**src/rtl/tape_pkg.sv**
```systemverilog
// Shared tape transport encodings and position width, used by the controller and the overlay.
package tape_pkg;

    localparam int unsigned POS_W = 24;

    typedef logic [POS_W-1:0] pos_t;
    typedef logic [POS_W:0]   pos_ext_t;

    typedef enum logic [1:0] {
        CMD_STOP = 2'd0,
        CMD_PLAY = 2'd1,
        CMD_FF   = 2'd2,
        CMD_REW  = 2'd3
    } cmd_e;

endpackage

```
**src/rtl/tick_div.sv**
```systemverilog
// Free-running tick divider: one tick every div_i+1 clocks, restarted by clr_i.
module tick_div (
    input  logic        clk_sys,
    input  logic        reset_n,
    input  logic        clr_i,
    input  logic [31:0] div_i,
    output logic        tick_o
);

    logic [31:0] cnt_q, cnt_d;

    assign tick_o = (cnt_q == div_i);

    always_comb begin
        cnt_d = cnt_q + 32'd1;
        if (clr_i || tick_o) begin
            cnt_d = '0;
        end
    end

    always_ff @(posedge clk_sys or negedge reset_n) begin
        if (!reset_n) begin
            cnt_q <= '0;
        end else begin
            cnt_q <= cnt_d;
        end
    end

endmodule

```
**src/rtl/tape_transport_ctrl.sv**
```systemverilog
// Tape transport controller: STOP/PLAY/FF/REW with reversal dead-time and position tracking.
module tape_transport_ctrl
    import tape_pkg::*;
#(
    parameter int unsigned PLAY_DIV   = 6666,
    parameter int unsigned WIND_DIV   = 833,
    parameter int unsigned FAST_STEP  = 8,
    parameter int unsigned SETTLE_CYC = 64
) (
    input  logic             clk_sys,
    input  logic             reset_n,
    input  logic             cmd_valid,
    output logic             cmd_ready,
    input  logic [1:0]       cmd,
    input  logic [POS_W-1:0] tape_end,
    input  logic             loop_en,
    output logic [POS_W-1:0] pos,
    output logic [1:0]       mode,
    output logic             motor,
    output logic             at_end,
    output logic             at_start
);

    // Motion states share their code with the command that selects them.
    localparam logic [2:0] ST_STOP   = 3'd0;
    localparam logic [2:0] ST_PLAY   = 3'd1;
    localparam logic [2:0] ST_FF     = 3'd2;
    localparam logic [2:0] ST_REW    = 3'd3;
    localparam logic [2:0] ST_SETTLE = 3'd4;

    localparam logic [31:0] PLAY_DIV_W = 32'(PLAY_DIV);
    localparam logic [31:0] WIND_DIV_W = 32'(WIND_DIV);
    localparam logic [31:0] SETTLE_END = 32'(SETTLE_CYC - 1);
    localparam pos_ext_t    STEP_W     = pos_ext_t'(FAST_STEP);

    logic [2:0]  state_q, state_d;
    logic [1:0]  target_q, target_d;
    logic [31:0] settle_q, settle_d;
    pos_t        pos_q, pos_d;
    logic [1:0]  mode_q, mode_d;
    logic        motor_q, motor_d;
    logic        at_end_q, at_end_d;
    logic        at_start_q, at_start_d;

    logic        cmd_acc;
    logic        tick;
    logic        div_clr;
    logic [31:0] div_sel;
    pos_ext_t    ff_sum;

    assign cmd_ready = (state_q != ST_SETTLE);
    assign cmd_acc   = cmd_valid && cmd_ready;
    assign ff_sum    = {1'b0, pos_q} + STEP_W;
    assign div_sel   = (state_q == ST_PLAY) ? PLAY_DIV_W : WIND_DIV_W;
    // Hold the divider at zero outside motion and restart it on every entry.
    assign div_clr   = (state_d == ST_STOP) || (state_d == ST_SETTLE) || (state_d != state_q);

    tick_div u_tick_div (
        .clk_sys (clk_sys),
        .reset_n (reset_n),
        .clr_i   (div_clr),
        .div_i   (div_sel),
        .tick_o  (tick)
    );

    always_comb begin
        state_d    = state_q;
        target_d   = target_q;
        settle_d   = settle_q;
        pos_d      = pos_q;
        at_end_d   = 1'b0;
        at_start_d = 1'b0;

        if (tape_end < pos_q) begin
            pos_d = tape_end;
        end else if (tick) begin
            case (state_q)
                ST_PLAY: begin
                    if (pos_q < tape_end) begin
                        pos_d = pos_q + pos_t'(1);
                    end else begin
                        at_end_d = 1'b1;
                        if (loop_en) begin
                            pos_d = '0;
                        end else begin
                            state_d = ST_STOP;
                        end
                    end
                end
                ST_FF: begin
                    if (ff_sum >= {1'b0, tape_end}) begin
                        pos_d    = tape_end;
                        state_d  = ST_STOP;
                        at_end_d = 1'b1;
                    end else begin
                        pos_d = ff_sum[POS_W-1:0];
                    end
                end
                ST_REW: begin
                    if ({1'b0, pos_q} <= STEP_W) begin
                        pos_d      = '0;
                        state_d    = ST_STOP;
                        at_start_d = 1'b1;
                    end else begin
                        pos_d = pos_q - STEP_W[POS_W-1:0];
                    end
                end
                default: ;
            endcase
        end

        if (state_q == ST_SETTLE) begin
            if (settle_q == SETTLE_END) begin
                state_d  = {1'b0, target_q};
                settle_d = '0;
            end else begin
                settle_d = settle_q + 32'd1;
            end
        end else if (cmd_acc) begin
            if (cmd == CMD_STOP) begin
                state_d = ST_STOP;
            end else if ({1'b0, cmd} == state_q) begin
                state_d = state_d;
            end else if (state_q == ST_STOP) begin
                state_d = {1'b0, cmd};
            end else begin
                state_d  = ST_SETTLE;
                target_d = cmd;
                settle_d = '0;
            end
        end

        mode_d  = (state_d == ST_SETTLE) ? 2'd0 : state_d[1:0];
        motor_d = (state_d != ST_STOP) && (state_d != ST_SETTLE);
    end

    always_ff @(posedge clk_sys or negedge reset_n) begin
        if (!reset_n) begin
            state_q    <= ST_STOP;
            target_q   <= CMD_STOP;
            settle_q   <= '0;
            pos_q      <= '0;
            mode_q     <= 2'd0;
            motor_q    <= 1'b0;
            at_end_q   <= 1'b0;
            at_start_q <= 1'b0;
        end else begin
            state_q    <= state_d;
            target_q   <= target_d;
            settle_q   <= settle_d;
            pos_q      <= pos_d;
            mode_q     <= mode_d;
            motor_q    <= motor_d;
            at_end_q   <= at_end_d;
            at_start_q <= at_start_d;
        end
    end

    assign pos      = pos_q;
    assign mode     = mode_q;
    assign motor    = motor_q;
    assign at_end   = at_end_q;
    assign at_start = at_start_q;

endmodule

```
**config.mk**
```make
export PLATFORM = sky130hd
export DESIGN_NAME = tape_transport_ctrl
export DESIGN_NICKNAME = d
export VERILOG_FILES = /design/src/rtl/tape_pkg.sv /design/src/rtl/tick_div.sv /design/src/rtl/tape_transport_ctrl.sv
export SDC_FILE = /design/constraint.sdc
export NUM_CORES = 1
export LEC_CHECK = 0
export ABC_AREA = 0
export BUFFER_PORTS_ARGS = -buffer_cell sky130_fd_sc_hd__buf_2
export CAP_MARGIN = 25
export CORE_MARGIN = 10
export CORE_UTILIZATION = 36
export CTS_BUF_LIST = sky130_fd_sc_hd__clkbuf_2 sky130_fd_sc_hd__clkbuf_4 sky130_fd_sc_hd__clkbuf_8
export CTS_CLUSTER_DIAMETER = 100
export CTS_CLUSTER_SIZE = 40
export DETAILED_ROUTE_END_ITERATION = 10
export PLACE_DENSITY_LB_ADDON = 0.3
export SLEW_MARGIN = 20
export SYNTH_ARGS = -nofsm -noshare
export SYNTH_HDL_FRONTEND = slang
export SYNTH_SLANG_ARGS = --single-unit
```
**constraint.sdc**
```tcl
create_clock -name clk_sys -period 6.4 [get_ports clk_sys]
set_input_delay 0.64 -clock clk_sys [delete_from_list [all_inputs] [get_ports clk_sys]]
set_output_delay 0.64 -clock clk_sys [all_outputs]
set_load 0.01 [all_outputs]
```
== After elaboration in Yosys (flattened, before gate mapping) ==
Cells that the tools add are included.

* Register bits after elaboration: 98
* Bits of input ports: 30
* Logic and storage cells: 90

* $add $sub $neg: 5
* Magnitude comparators: 4
* Equality and inequality tests: 15
* Muxes and demuxes: 38
* Bitwise gates (word level): 4
* Reductions and logical operators: 15

{| class="wikitable"
|+ Operator list
! kind !! count
|-
| $mux W32 || 7
|-
| $mux W24 || 6
|-
| $pmux W24 S3 || 1
|-
| $add A32 B1 Y32 const B || 2
|-
| $lt A24 B24 Y1 || 2
|-
| $mux W3 || 12
|-
| $eq A32 B13 Y1 || 1
|-
| $eq A32 B6 Y1 const B || 1
|-
| $add A24 B4 Y25 const B || 1
|-
| $ge A25 B24 Y1 || 1
|-
| $add A24 B1 Y24 const B || 1
|-
| $le A24 B4 Y1 const B || 1
|-
| $sub A24 B4 Y24 const B || 1
|-
| $mux W13 || 1
|-
| $pmux W3 S3 || 1
|-
| $mux W1 || 8
|-
| $eq A3 B2 Y1 const B || 2
|-
| $eq A3 B3 Y1 const B || 2
|-
| $logic_not A3 Y1 || 2
|-
| $ne A2 B2 Y1 const B || 3
|-
| $ne A3 B3 Y1 const B || 2
|-
| $reduce_and A5 Y1 || 1
|-
| $ne A4 B2 Y1 const B || 1
|-
| $not A1 Y1 || 4
|-
| 13 further kinds || 17
|}

== Depth between registers and ports, before layout ==
Gate-level depths: netlist (run 1).

* Word-level depth: 15
* Gate-level depth with buffers: 16
* Depth with buffers taken out: 15

== By module ==
A second synthesis (run 1) with hierarchy kept.

* Cell total of the unflattened synthesis: 1,002
* Area total of the unflattened synthesis: 8,293.0 um2

{| class="wikitable"
|+ By module, submodules not included
! module !! times used !! cells an instance !! area each (um2)
|-
| tape_transport_ctrl || 1 || 783 || 6,140.9
|-
| tick_div || 1 || 219 || 2,152.1
|}

== Worst setup path after synthesis (run 1) ==
Ideal clock, no wire load.

* Path kind: register to register
* From: reg pos_q[4] (netlist: pos[4])
* To: reg pos_q[23] (netlist: pos[23])
* Arrival: 3.680 ns
* Data required time: 6.271 ns
* Setup slack: 2.590 ns
* Stages on the path, launching flop included: 16
* Cells stage by stage: dfrtp_1 -> ha_1 -> and4_1 -> nor3b_1 -> and4_1 -> nand3_1 -> xnor2_1 -> ha_1 -> nand2_1 -> nor2_1 -> a31oi_1 -> o211a_1 -> o211ai_1 -> o21ai_0 -> a221oi_1 -> o31ai_1

* Cells in the longest elaborated chain, start to end: 6
* Elaborated cells on any way between the ends: 17
* Those cells by class: add/sub (3); order compare (4); eq/ne (1); mux (6); reduce/logical (3)

{| class="wikitable"
|+ Ends and longest elaborated chain
! what !! line !! source
|-
| from (decl) || tape_transport_ctrl.sv:39 || <nowiki>pos_t pos_q, pos_d;</nowiki>
|-
| from (signal assigned) || tape_transport_ctrl.sv:151 || <nowiki>pos_q <= pos_d;</nowiki>
|-
| $add A24 B4 Y25 || tape_transport_ctrl.sv:53 || <nowiki>assign ff_sum = {1'b0, pos_q} + STEP_W;</nowiki>
|-
| $ge A25 B24 Y1 || tape_transport_ctrl.sv:91 || <nowiki>if (ff_sum >= {1'b0, tape_end}) begin</nowiki>
|-
| $mux W24 || tape_transport_ctrl.sv:91 ||
|-
| $pmux W24 S3 || tape_transport_ctrl.sv:77 || <nowiki>case (state_q)</nowiki>
|-
| $mux W24 || tape_transport_ctrl.sv:76 || <nowiki>end else if (tick) begin</nowiki>
|-
| $mux W24 || tape_transport_ctrl.sv:74 || <nowiki>if (tape_end < pos_q) begin</nowiki>
|}

Parallel ways exist; a longest one is shown, timed or not. The select of a mux whose other input is x is not followed.
A chain may end at the register's enable or synchronous reset.

== Final worst setup path (run 1) ==
* From: reg pos_q[3] (netlist: pos[3])
* To: reg pos_q[3] (netlist: pos[3])

The elaborated chain is that of the path after synthesis.

==> impl_metrics.py, run 1 <==
metrics = {
    "worst_setup_path": {
        "crit_chain": "ha_1 -> and4_1 -> nor3b_1 -> and4_1 -> nand3_1 -> xnor2_1 -> ha_1 -> nand2_1 -> nor2_1 -> a31oi_1 -> o211a_1 -> o211ai_1 -> o21ai_0 -> o31ai_1 -> a22oi_1",
        "worstPathArrival_ns": 5.28,
        "timing.reg2reg.worst_path_depth": 15,
        "worstSetupStartpointType": "flop",
        "crit_family": "compound AO/OA/AOI/OAI gates",
        "endpoint_kind": "flop",
        "r2r_path_end": "pos[3]",
        "r2r_slack_ns": 1.38,
        "required_ns": 6.66,
        "r2r_start": "pos[3]",
        "cp_slowest_stage_delay_ns": 0.71,
        "criticalPathCategory": "flop to flop",
        "crit_buf_inv": 0,
        "cell_type_of_the_slowest_stage_on_the_worst_timing_path": "sky130_fd_sc_hd__o211ai_1",
        "critical_path_peak_fanout": 12,
    },
    "clock_tree": {
        "cts_post_setup_buffers_inserted": 0,
        "numClockSinks": 98,
        "cts_tree": "done",
        "post_cts_hold_buffer_count": 0,
        "clk_path_buf_depth": 2,
        "cts_max_level": 3,
        "clk-insertion-delay-late_ns": 0.39,
        "clock-root-buffer": "sky130_fd_sc_hd__clkbuf_8",
        "cts_inserted_buffers": 9,
        "cts.clk_slew.worst_paths_ns": 0.11,
        "cts_resized": 0,
    },
    "die": {
        "die_h_um": 168,
        "coreArea_mm2": 0.0217,
        "row_count": 54,
        "width_of_the_die_um": 168,
        "floorplan.die_area_mm2": 0.0283,
        "initial_core_util": 0.364,
        "ioPinCount": 60,
    },
    "drt": {
        "detail_route.wirelength_mm": 23.5,
        "dr_total_vias": 7288,
        "remaining_drc_errors": 0,
        "wl_per_cell_um": 18.2,
        "antenna_violating_nets_post_route": 0,
        "firstDrtPassIters": 5,
        "via_count_normalized_by_instance_count": 5.66,
        "first_iter_violations": 629,
    },
    "timing": {
        "skew_ns": 0.0129,
        "final_max_slew_viol_count": 0,
        "finalHoldWorstSlack_ns": 0.267,
        "tns_ns": 0,
        "report.final.setup_viol": 0,
        "final.setup.worst_slack_ns": 1.38,
        "worst_slew_pin_slew_ns": 0.962,
        "layout_worst_path_cycle_share": 0.785,
        "worst_slew_margin_rel": 0.359,
        "post-route-min-period_ns": 5.02,
        "maxClockFrequency_mhz": 199,
        "hold_violations": 0,
        "grt_setup_unrepaired": "false",
    },
    "synthesis": {
        "synthesized_flop_and_latch_total": 98,
        "cell_accounting_for_the_most_synthesized_area": "sky130_fd_sc_hd__dfrtp_1",
        "syn_area_per_cell_um2": 8.10,
        "number_of_synthesized_flops_with_an_enable_pin": 0,
        "yosys.area.top_type_share": 0.310,
        "ys_seq_area_frac": 0.310,
        "ys.warnings.count": 0,
        "synth_top_flop_cell": "sky130_fd_sc_hd__dfrtp_1",
        "syn-num-nets": 1057,
        "post_synth_main_area_contributors": "sky130_fd_sc_hd__dfrtp_1 (31%), sky130_fd_sc_hd__ha_1 (8.1%), sky130_fd_sc_hd__nand2_1 (5.8%)",
        "ys_types": 80,
        "fraction_of_synthesis_flops_using_an_asynchronous_set_or_reset_pin": 1.00,
        "post_synth_instance_area_mm2": 0.00790,
        "netlist_instances": 976,
    },
    "grt": {
        "grt_start_max_net_pins": 55,
        "grt_pass1_vias": 7232,
        "grt_pass1_wl_mm": 38.4,
        "grt_usage": 0.165,
        "antenna_found_initial": 1,
        "globalRoute.totalOverflow": 0,
    },
    "final_layout": {
        "layout.cells.most_common": "sky130_fd_sc_hd__nand2_1",
        "nNetsFinal": 1084,
        "post_route_cells_drive_above_1_share": 0.110,
        "instances_no_fill": 1288,
        "final_cell_mix": "sky130_fd_sc_hd__nand2_1 (123), sky130_fd_sc_hd__nor2_1 (122), sky130_fd_sc_hd__dfrtp_1 (98)",
        "area.growth.synth_to_final_pct": 8.06,
        "antenna_cells_inserted": 0,
    },
    "place": {
        "placement.setup.worst_slack_ns": 1.59,
        "detailedPlacementHpwl_mm": 17.3,
        "gpl.final_weighted_congestion": 0.943,
        "placement.io_buffers": 59,
        "placed_cells": 1272,
    },
    "pwr": {
        "worst_ir_drop_on_vdd_uv": 197,
        "powerDensity_mw_per_mm2": 380,
        "leakage_uw": 0.00359,
    },
    "min_path": {
        "min-delay-path-class": "input pin to asynchronous set/reset pin",
    },
    "outcome": {
        "status": "finished clean",
    },
    "run": {
        "timing.max_cap.violations": 0,
    },
}
==> report_power, final <==
group	leakage (µW)	internal, µW	total (µW)	switching, µW
Combinational	0.00219	653	1810	1160
Sequential	0.00130	726	1030	305
Clock	0.0000975	157	409	252
==> through the flow <==
| stage | cell area (µm²) | utilization | total power (µW) |
|---|---|---|---|
| after global placement | 8360 | 0.385 | 2810 |
| after global routing | 8540 | 0.394 | 3510 |
| after floorplan | 7900 | - | 2270 |
| after CTS | 8540 | 0.394 | 3240 |
| after detailed placement | 8360 | 0.385 | 2820 |
| final | 8540 | 0.394 | 3250 |
==> metal layers <==
metal,GRT usage,routed length [µm],vias to the layer above
met5,0,18,-
met4,0.0628,772,2
met3,0.0354,1620,61
met2,0.261,10700,245
met1,0.215,10300,3412
li1,-,-,3568
==> final cells by class <==
class / count / area, µm²
fill: 2291 / 13100
multi-input combinational: 786 / 5060
sequential: 98 / 2450
tap: 280 / 350
timing repair buffer: 63 / 328
inverter: 45 / 169
clock buffer: 11 / 139
clock inverter: 5 / 42.5
==> registers in the layout, summed over array words and instances (netlist names) <==
name and flops:
pos 24, at_end 1, settle_q 32, u_tick_div.cnt_q 32, state_q 3, mode 2
at_start 1, motor 1, target_q 2
==> logic make-up after synthesis <==
group | synth area share
AOI/OAI and AO/OA | 0.191
adders and majority gates | 0.0807
and+or+nand+nor | 0.275
xor gates and xnor gates | 0.0886
muxes | 0.00459
buffers and inverters | 0.0503
DFF | 0.310
==> worst max path at each step <==
stage / startpoint / to / slack [ns] / cells after the start
final: pos[3] / pos[3] / 1.38 / 15
after global routing: pos[3] / pos[23] / 1.08 / 15
after CTS: pos[3] / pos[3] / 1.54 / 15
after detailed placement: pos[3] / pos[3] / 1.59 / 15
after global placement: pos[3] / pos[23] / 1.68 / 15
after floorplan: pos[4] / pos[23] / 2.59 / 15
==> synthesized netlist by cell type (7+ instances only) <==
master,number
sky130_fd_sc_hd__nand4_1,30
sky130_fd_sc_hd__or3_1,11
sky130_fd_sc_hd__and4_1,10
sky130_fd_sc_hd__nor2_1,122
sky130_fd_sc_hd__inv_1,45
sky130_fd_sc_hd__a221oi_1,7
sky130_fd_sc_hd__xor2_1,31
sky130_fd_sc_hd__a31oi_1,11
sky130_fd_sc_hd__and3_1,13
sky130_fd_sc_hd__a22oi_1,10
sky130_fd_sc_hd__o31ai_1,7
sky130_fd_sc_hd__xnor2_1,49
sky130_fd_sc_hd__clkbuf_1,18
sky130_fd_sc_hd__o211ai_1,7
sky130_fd_sc_hd__nand2_1,123
sky130_fd_sc_hd__a21o_1,8
sky130_fd_sc_hd__o21ai_0,47
sky130_fd_sc_hd__nor4_1,15
sky130_fd_sc_hd__ha_1,51
sky130_fd_sc_hd__o21ai_1,7
sky130_fd_sc_hd__nand2b_1,9
sky130_fd_sc_hd__buf_2,21
sky130_fd_sc_hd__nor3_1,16
sky130_fd_sc_hd__a21oi_1,49
sky130_fd_sc_hd__nand3_1,46
sky130_fd_sc_hd__dfrtp_1,98
Note: power is estimated with default switching activity, not from simulation.
==> run 2, diff against run 1 <==
Clock period 6.4 ns to 4.85 ns, I/O delays scaled along.
==> impl_metrics.py, run 2 (synthesis results as in run 1) <==
metrics = {
    "outcome": {
        "status": "finished clean",
    },
    "pwr": {
        "leakage_uw": 0.00366,
        "power.share.switching": 0.520,
        "clockPowerShare": 0.117,
        "seq_power_share": 0.281,
        "cellInternalPower_uw": 2100,
        "worst_ir_drop_on_vdd_uv": 214,
        "powerDensity_mw_per_mm2": 507,
        "power.combinational.fraction": 0.602,
        "netSwitchingPower_uw": 2280,
    },
    "min_path": {
        "min-delay-path-class": "input pin to asynchronous set/reset pin",
    },
    "drt": {
        "wl_per_cell_um": 18.3,
        "via_count_normalized_by_instance_count": 5.70,
        "remaining_drc_errors": 0,
        "dr_total_vias": 7421,
        "detail_route.wirelength_mm": 23.8,
        "firstDrtPassIters": 6,
        "first_iter_violations": 677,
        "antenna_violating_nets_post_route": 0,
    },
    "timing": {
        "tns_ns": 0,
        "post-route-min-period_ns": 4.50,
        "maxClockFrequency_mhz": 222,
        "grt_setup_unrepaired": "false",
        "finalHoldWorstSlack_ns": 0.139,
        "worst_slew_pin_slew_ns": 1.03,
        "report.final.setup_viol": 0,
        "final_max_slew_viol_count": 0,
        "worst_slew_margin_rel": 0.310,
        "hold_violations": 0,
        "skew_ns": 0.0213,
        "layout_worst_path_cycle_share": 0.928,
    },
    "worst_setup_path": {
        "crit_buf_inv": 2,
        "crit_chain": "ha_1 -> and4_1 -> nor3b_1 -> and4_1 -> nand3_1 -> xnor2_1 -> ha_1 -> nand2_1 -> o21ai_0 -> a32oi_1 -> o211a_1 -> o21ai_1 -> buf_4 -> a21o_1 -> buf_4 -> a221oi_1 -> a21oi_1",
        "r2r_slack_ns": 0.35,
        "r2r_path_end": "pos[5]",
        "required_ns": 5.12,
        "r2r_start": "pos[4]",
        "worstSetupStartpointType": "flop",
        "critical_path_peak_fanout": 9,
        "cell_type_of_the_slowest_stage_on_the_worst_timing_path": "sky130_fd_sc_hd__dfrtp_1",
        "endpoint_kind": "flop",
        "timing.reg2reg.worst_path_depth": 17,
        "cp_slowest_stage_delay_ns": 0.59,
        "worstPathArrival_ns": 4.77,
        "criticalPathCategory": "flop to flop",
        "crit_family": "simple AND/OR/NAND/NOR gates",
    },
    "die": {
        "row_count": 54,
        "die_h_um": 168,
        "initial_core_util": 0.364,
        "width_of_the_die_um": 168,
        "ioPinCount": 60,
        "coreArea_mm2": 0.0217,
        "floorplan.die_area_mm2": 0.0283,
    },
    "grt": {
        "global_route.usage.met3": 0.0354,
        "antenna_found_initial": 1,
        "grt_pass1_vias": 7136,
        "groute.layer.met2.usage": 0.258,
        "grt_usage": 0.166,
        "globalRoute.busiestLayer": "met2",
        "grt_pass1_wl_mm": 38.8,
        "grt_start_max_net_pins": 58,
        "met1_usage": 0.222,
        "globalRoute.totalOverflow": 0,
    },
    "final_layout": {
        "multi_input_gate_area_mm2": 0.00506,
        "ff_latch_area_mm2": 0.00245,
        "layout_filler_cell_count": 2209,
        "antenna_cells_inserted": 0,
        "area.growth.synth_to_final_pct": 9.50,
        "layout.cells.most_common": "sky130_fd_sc_hd__nand2_1",
        "final_cell_mix": "sky130_fd_sc_hd__nand2_1 (123), sky130_fd_sc_hd__nor2_1 (122), sky130_fd_sc_hd__dfrtp_1 (98)",
        "nNetsFinal": 1100,
        "post_route_cells_drive_above_1_share": 0.123,
    },
    "clock_tree": {
        "clk-insertion-delay-late_ns": 0.40,
        "cts_post_setup_buffers_inserted": 0,
        "clock-root-buffer": "sky130_fd_sc_hd__clkbuf_8",
        "cts_max_level": 3,
        "clk_path_buf_depth": 2,
        "cts.clk_slew.worst_paths_ns": 0.10,
        "numClockSinks": 98,
        "post_cts_hold_buffer_count": 0,
        "cts_tree": "done",
        "cts_resized": 0,
        "cts_inserted_buffers": 9,
    },
    "run": {
        "timing.max_cap.violations": 0,
    },
    "place": {
        "placement.io_buffers": 59,
        "gpl.final_weighted_congestion": 0.945,
        "detailedPlacementHpwl_mm": 17.8,
    },
}
[run 2: how the worst max path moves through the flow]
stage	startpoint	end	depth (start not counted)
2_1_floorplan	pos[4]	pos[23]	15
4_1_cts	pos[4]	pos[5]	17
5_1_grt	pos[4]	pos[5]	17
3_3_place_gp	pos[4]	pos[5]	17
6_report	pos[4]	pos[5]	17
3_5_place_dp	pos[4]	pos[5]	17
[run 2: area by class of cell]
class | count | area share
Multi-Input combinational cell | 786 | 0.585
Sequential cell | 98 | 0.283
Timing Repair Buffer | 79 | 0.0518
Tap cell | 280 | 0.0405
Inverter | 45 | 0.0195
Clock buffer | 9 | 0.0143
Clock inverter | 6 | 0.00593
[run 2: per-stage QoR]
step                      power, µW  setup slack [ns]   util  cells  cell area [µm²]
final                          4380             0.349  0.399   1303             8650
after global routing           4740            0.0156  0.399   1303             8650
after CTS                      4370             0.408  0.399   1303             8650
after detailed placement       3840             0.415  0.391   1288             8480
after global placement         3830             0.678  0.391   1288             8480
after floorplan                3000              1.04      -    976             7900
[run 2: routing by layer]
metal,up-vias,routed length (µm)
met2,220,10800
met4,2,641
li1,3615,-
met3,48,1590
met1,3536,10800
met5,-,11
[run 2: power groups by stage]
stage	logic, µW	clock network (µW)	registers (µW)
finish	2640	512	1230
global route	2910	567	1260
CTS	2610	534	1230
detailed placement	2600	0	1240
global placement	2590	0	1240
floorplan	1850	0	1150
[run 2: worst register-to-register path, stage by stage (launching register included)]
cell	delay, ns
sky130_fd_sc_hd__dfrtp_1	0.59
sky130_fd_sc_hd__ha_1	0.33
sky130_fd_sc_hd__and4_1	0.33
sky130_fd_sc_hd__nor3b_1	0.47
sky130_fd_sc_hd__and4_1	0.34
sky130_fd_sc_hd__nand3_1	0.11
sky130_fd_sc_hd__xnor2_1	0.23
sky130_fd_sc_hd__ha_1	0.27
sky130_fd_sc_hd__nand2_1	0.07
sky130_fd_sc_hd__o21ai_0	0.08
sky130_fd_sc_hd__a32oi_1	0.21
sky130_fd_sc_hd__o211a_1	0.21
sky130_fd_sc_hd__o21ai_1	0.07
sky130_fd_sc_hd__buf_4	0.18
sky130_fd_sc_hd__a21o_1	0.27
sky130_fd_sc_hd__buf_4	0.22
sky130_fd_sc_hd__a221oi_1	0.31
sky130_fd_sc_hd__a21oi_1	0.10
==> run 3, diff against run 2 <==
Settings changed: CELL_PAD_IN_SITES_DETAIL_PLACEMENT set to 1, CELL_PAD_IN_SITES_GLOBAL_PLACEMENT set to 2.
==> impl_metrics.py, run 3 (synthesis results as in run 1) <==
metrics = {
    "drt": {
        "via_count_normalized_by_instance_count": 5.70,
        "antenna_violating_nets_post_route": 0,
        "first_iter_violations": 352,
        "detail_route.wirelength_mm": 26.2,
        "dr_total_vias": 7463,
        "firstDrtPassIters": 5,
        "remaining_drc_errors": 0,
        "wl_per_cell_um": 20.0,
    },
    "final_layout": {
        "antenna_cells_inserted": 0,
        "post_route_cells_drive_above_1_share": 0.129,
        "nNetsFinal": 1106,
        "ff_latch_area_mm2": 0.00245,
        "final_cell_mix": "sky130_fd_sc_hd__nand2_1 (123), sky130_fd_sc_hd__nor2_1 (122), sky130_fd_sc_hd__dfrtp_1 (98)",
        "multi_input_gate_area_mm2": 0.00506,
        "layout.cells.most_common": "sky130_fd_sc_hd__nand2_1",
        "instances_no_fill": 1310,
        "final_core_utilization": 0.403,
        "area.growth.synth_to_final_pct": 10.5,
        "layout_filler_cell_count": 2665,
    },
    "grt": {
        "grt_pass1_wl_mm": 42.5,
        "grt_pass1_vias": 7667,
        "grt_start_max_net_pins": 59,
        "antenna_found_initial": 0,
        "grt_usage": 0.184,
        "globalRoute.totalOverflow": 0,
    },
    "die": {
        "width_of_the_die_um": 168,
        "row_count": 54,
        "floorplan.die_area_mm2": 0.0283,
        "ioPinCount": 60,
        "initial_core_util": 0.364,
        "die_h_um": 168,
        "coreArea_mm2": 0.0217,
    },
    "outcome": {
        "status": "finished clean",
    },
    "worst_setup_path": {
        "worstSetupStartpointType": "flop",
        "crit_buf_inv": 0,
        "required_ns": 5.16,
        "r2r_start": "pos[8]",
        "cell_type_of_the_slowest_stage_on_the_worst_timing_path": "sky130_fd_sc_hd__dfrtp_1",
        "critical_path_peak_fanout": 32,
        "crit_chain": "nand4_1 -> nor4_4 -> nand4_1 -> xnor2_1 -> ha_1 -> a21o_1 -> a311o_1 -> a211oi_1 -> o211a_1 -> o21ai_1 -> a311o_1 -> o21a_4 -> nor3b_1",
        "worstPathArrival_ns": 4.86,
        "timing.reg2reg.worst_path_depth": 13,
        "setup.worst_path.start": "pos[8]",
        "crit_family": "compound AO/OA/AOI/OAI gates",
        "cp_slowest_stage_delay_ns": 0.64,
        "endpoint_kind": "flop",
        "worst_setup_endpoint": "u_tick_div.cnt_q[0]",
        "r2r_slack_ns": 0.30,
        "cp.depth": 13,
        "r2r_path_end": "u_tick_div.cnt_q[0]",
        "criticalPathCategory": "flop to flop",
    },
    "pwr": {
        "leakage_uw": 0.00370,
        "total_power_uw": 4510,
        "worst_ir_drop_on_vdd_uv": 175,
        "powerDensity_mw_per_mm2": 516,
    },
    "timing": {
        "tns_ns": 0,
        "worst_slew_pin_slew_ns": 0.837,
        "skew_ns": 0.0168,
        "post-route-min-period_ns": 4.55,
        "hold_violations": 0,
        "maxClockFrequency_mhz": 220,
        "worst_slew_margin_rel": 0.442,
        "layout_worst_path_cycle_share": 0.939,
        "report.final.setup_viol": 0,
        "final_max_slew_viol_count": 0,
        "grt_setup_unrepaired": "false",
    },
    "clock_tree": {
        "clk_path_buf_depth": 2,
        "cts.clk_slew.worst_paths_ns": 0.12,
        "clock-root-buffer": "sky130_fd_sc_hd__clkbuf_8",
        "cts_post_setup_buffers_inserted": 0,
        "cts_max_level": 3,
        "clk-insertion-delay-late_ns": 0.40,
        "cts_resized": 0,
        "cts_tree": "done",
        "cts_inserted_buffers": 9,
        "numClockSinks": 98,
        "post_cts_hold_buffer_count": 0,
    },
    "min_path": {
        "min-delay-path-class": "input pin to asynchronous set/reset pin",
    },
    "place": {
        "placed_cells": 1292,
        "gpl.final_weighted_congestion": 0.897,
        "detailedPlacementHpwl_mm": 19.9,
        "placement.io_buffers": 59,
    },
    "run": {
        "timing.max_cap.violations": 0,
    },
}
-- run 3: metrics by stage --
step | setup WS, ns | area, µm² | hold slack [ns]
detailed placement | 0.388 | 8510 | 0.515
finish | 0.295 | 8730 | 0.177
global route | 0.0748 | 8730 | 0.223
global placement | 0.496 | 8500 | 0.508
CTS | 0.353 | 8710 | 0.204
floorplan | 1.04 | 7900 | 0.189
-- run 3: worst min path at each step --
stage / to / slack (ns)
final: pos[20] / 0.18
after global routing: pos[20] / 0.22
after CTS: u_tick_div.cnt_q[26] / 0.20
after detailed placement: target_q[1] / 0.51
after global placement: settle_q[1] / 0.51
after floorplan: at_end / 0.19
-- run 3: routing by layer --
layer | vias up | global-route usage | wire [µm]
met5 | - | 0 | 0
li1 | 3608 | - | -
met2 | 156 | 0.305 | 12400
met3 | 40 | 0.0331 | 1060
met4 | 0 | 0.0625 | 853
met1 | 3659 | 0.235 | 11900
-- run 3: worst register-to-register path: stages, from the launching register on --
cell	delay, ns
sky130_fd_sc_hd__dfrtp_1	0.64
sky130_fd_sc_hd__nand4_1	0.27
sky130_fd_sc_hd__nor4_4	0.35
sky130_fd_sc_hd__nand4_1	0.25
sky130_fd_sc_hd__xnor2_1	0.21
sky130_fd_sc_hd__ha_1	0.33
sky130_fd_sc_hd__a21o_1	0.23
sky130_fd_sc_hd__a311o_1	0.28
sky130_fd_sc_hd__a211oi_1	0.46
sky130_fd_sc_hd__o211a_1	0.28
sky130_fd_sc_hd__o21ai_1	0.23
sky130_fd_sc_hd__a311o_1	0.45
sky130_fd_sc_hd__o21a_4	0.24
sky130_fd_sc_hd__nor3b_1	0.23
-- run 3: power breakdown --
| group | switching, µW | internal [µW] | total (µW) |
|---|---|---|---|
| sequential | 294 | 960 | 1250 |
| clock | 364 | 207 | 571 |
| combinational | 1720 | 961 | 2680 |
| total | 2380 | 2130 | 4510 |
-- run 3: area by class of cell --
cell class,count,area share
Clock inverter,7,0.00888
Multi-Input combinational cell,786,0.579
Tap cell,280,0.0401
Inverter,45,0.0193
Timing Repair Buffer,85,0.0574
Clock buffer,9,0.0142
Sequential cell,98,0.281
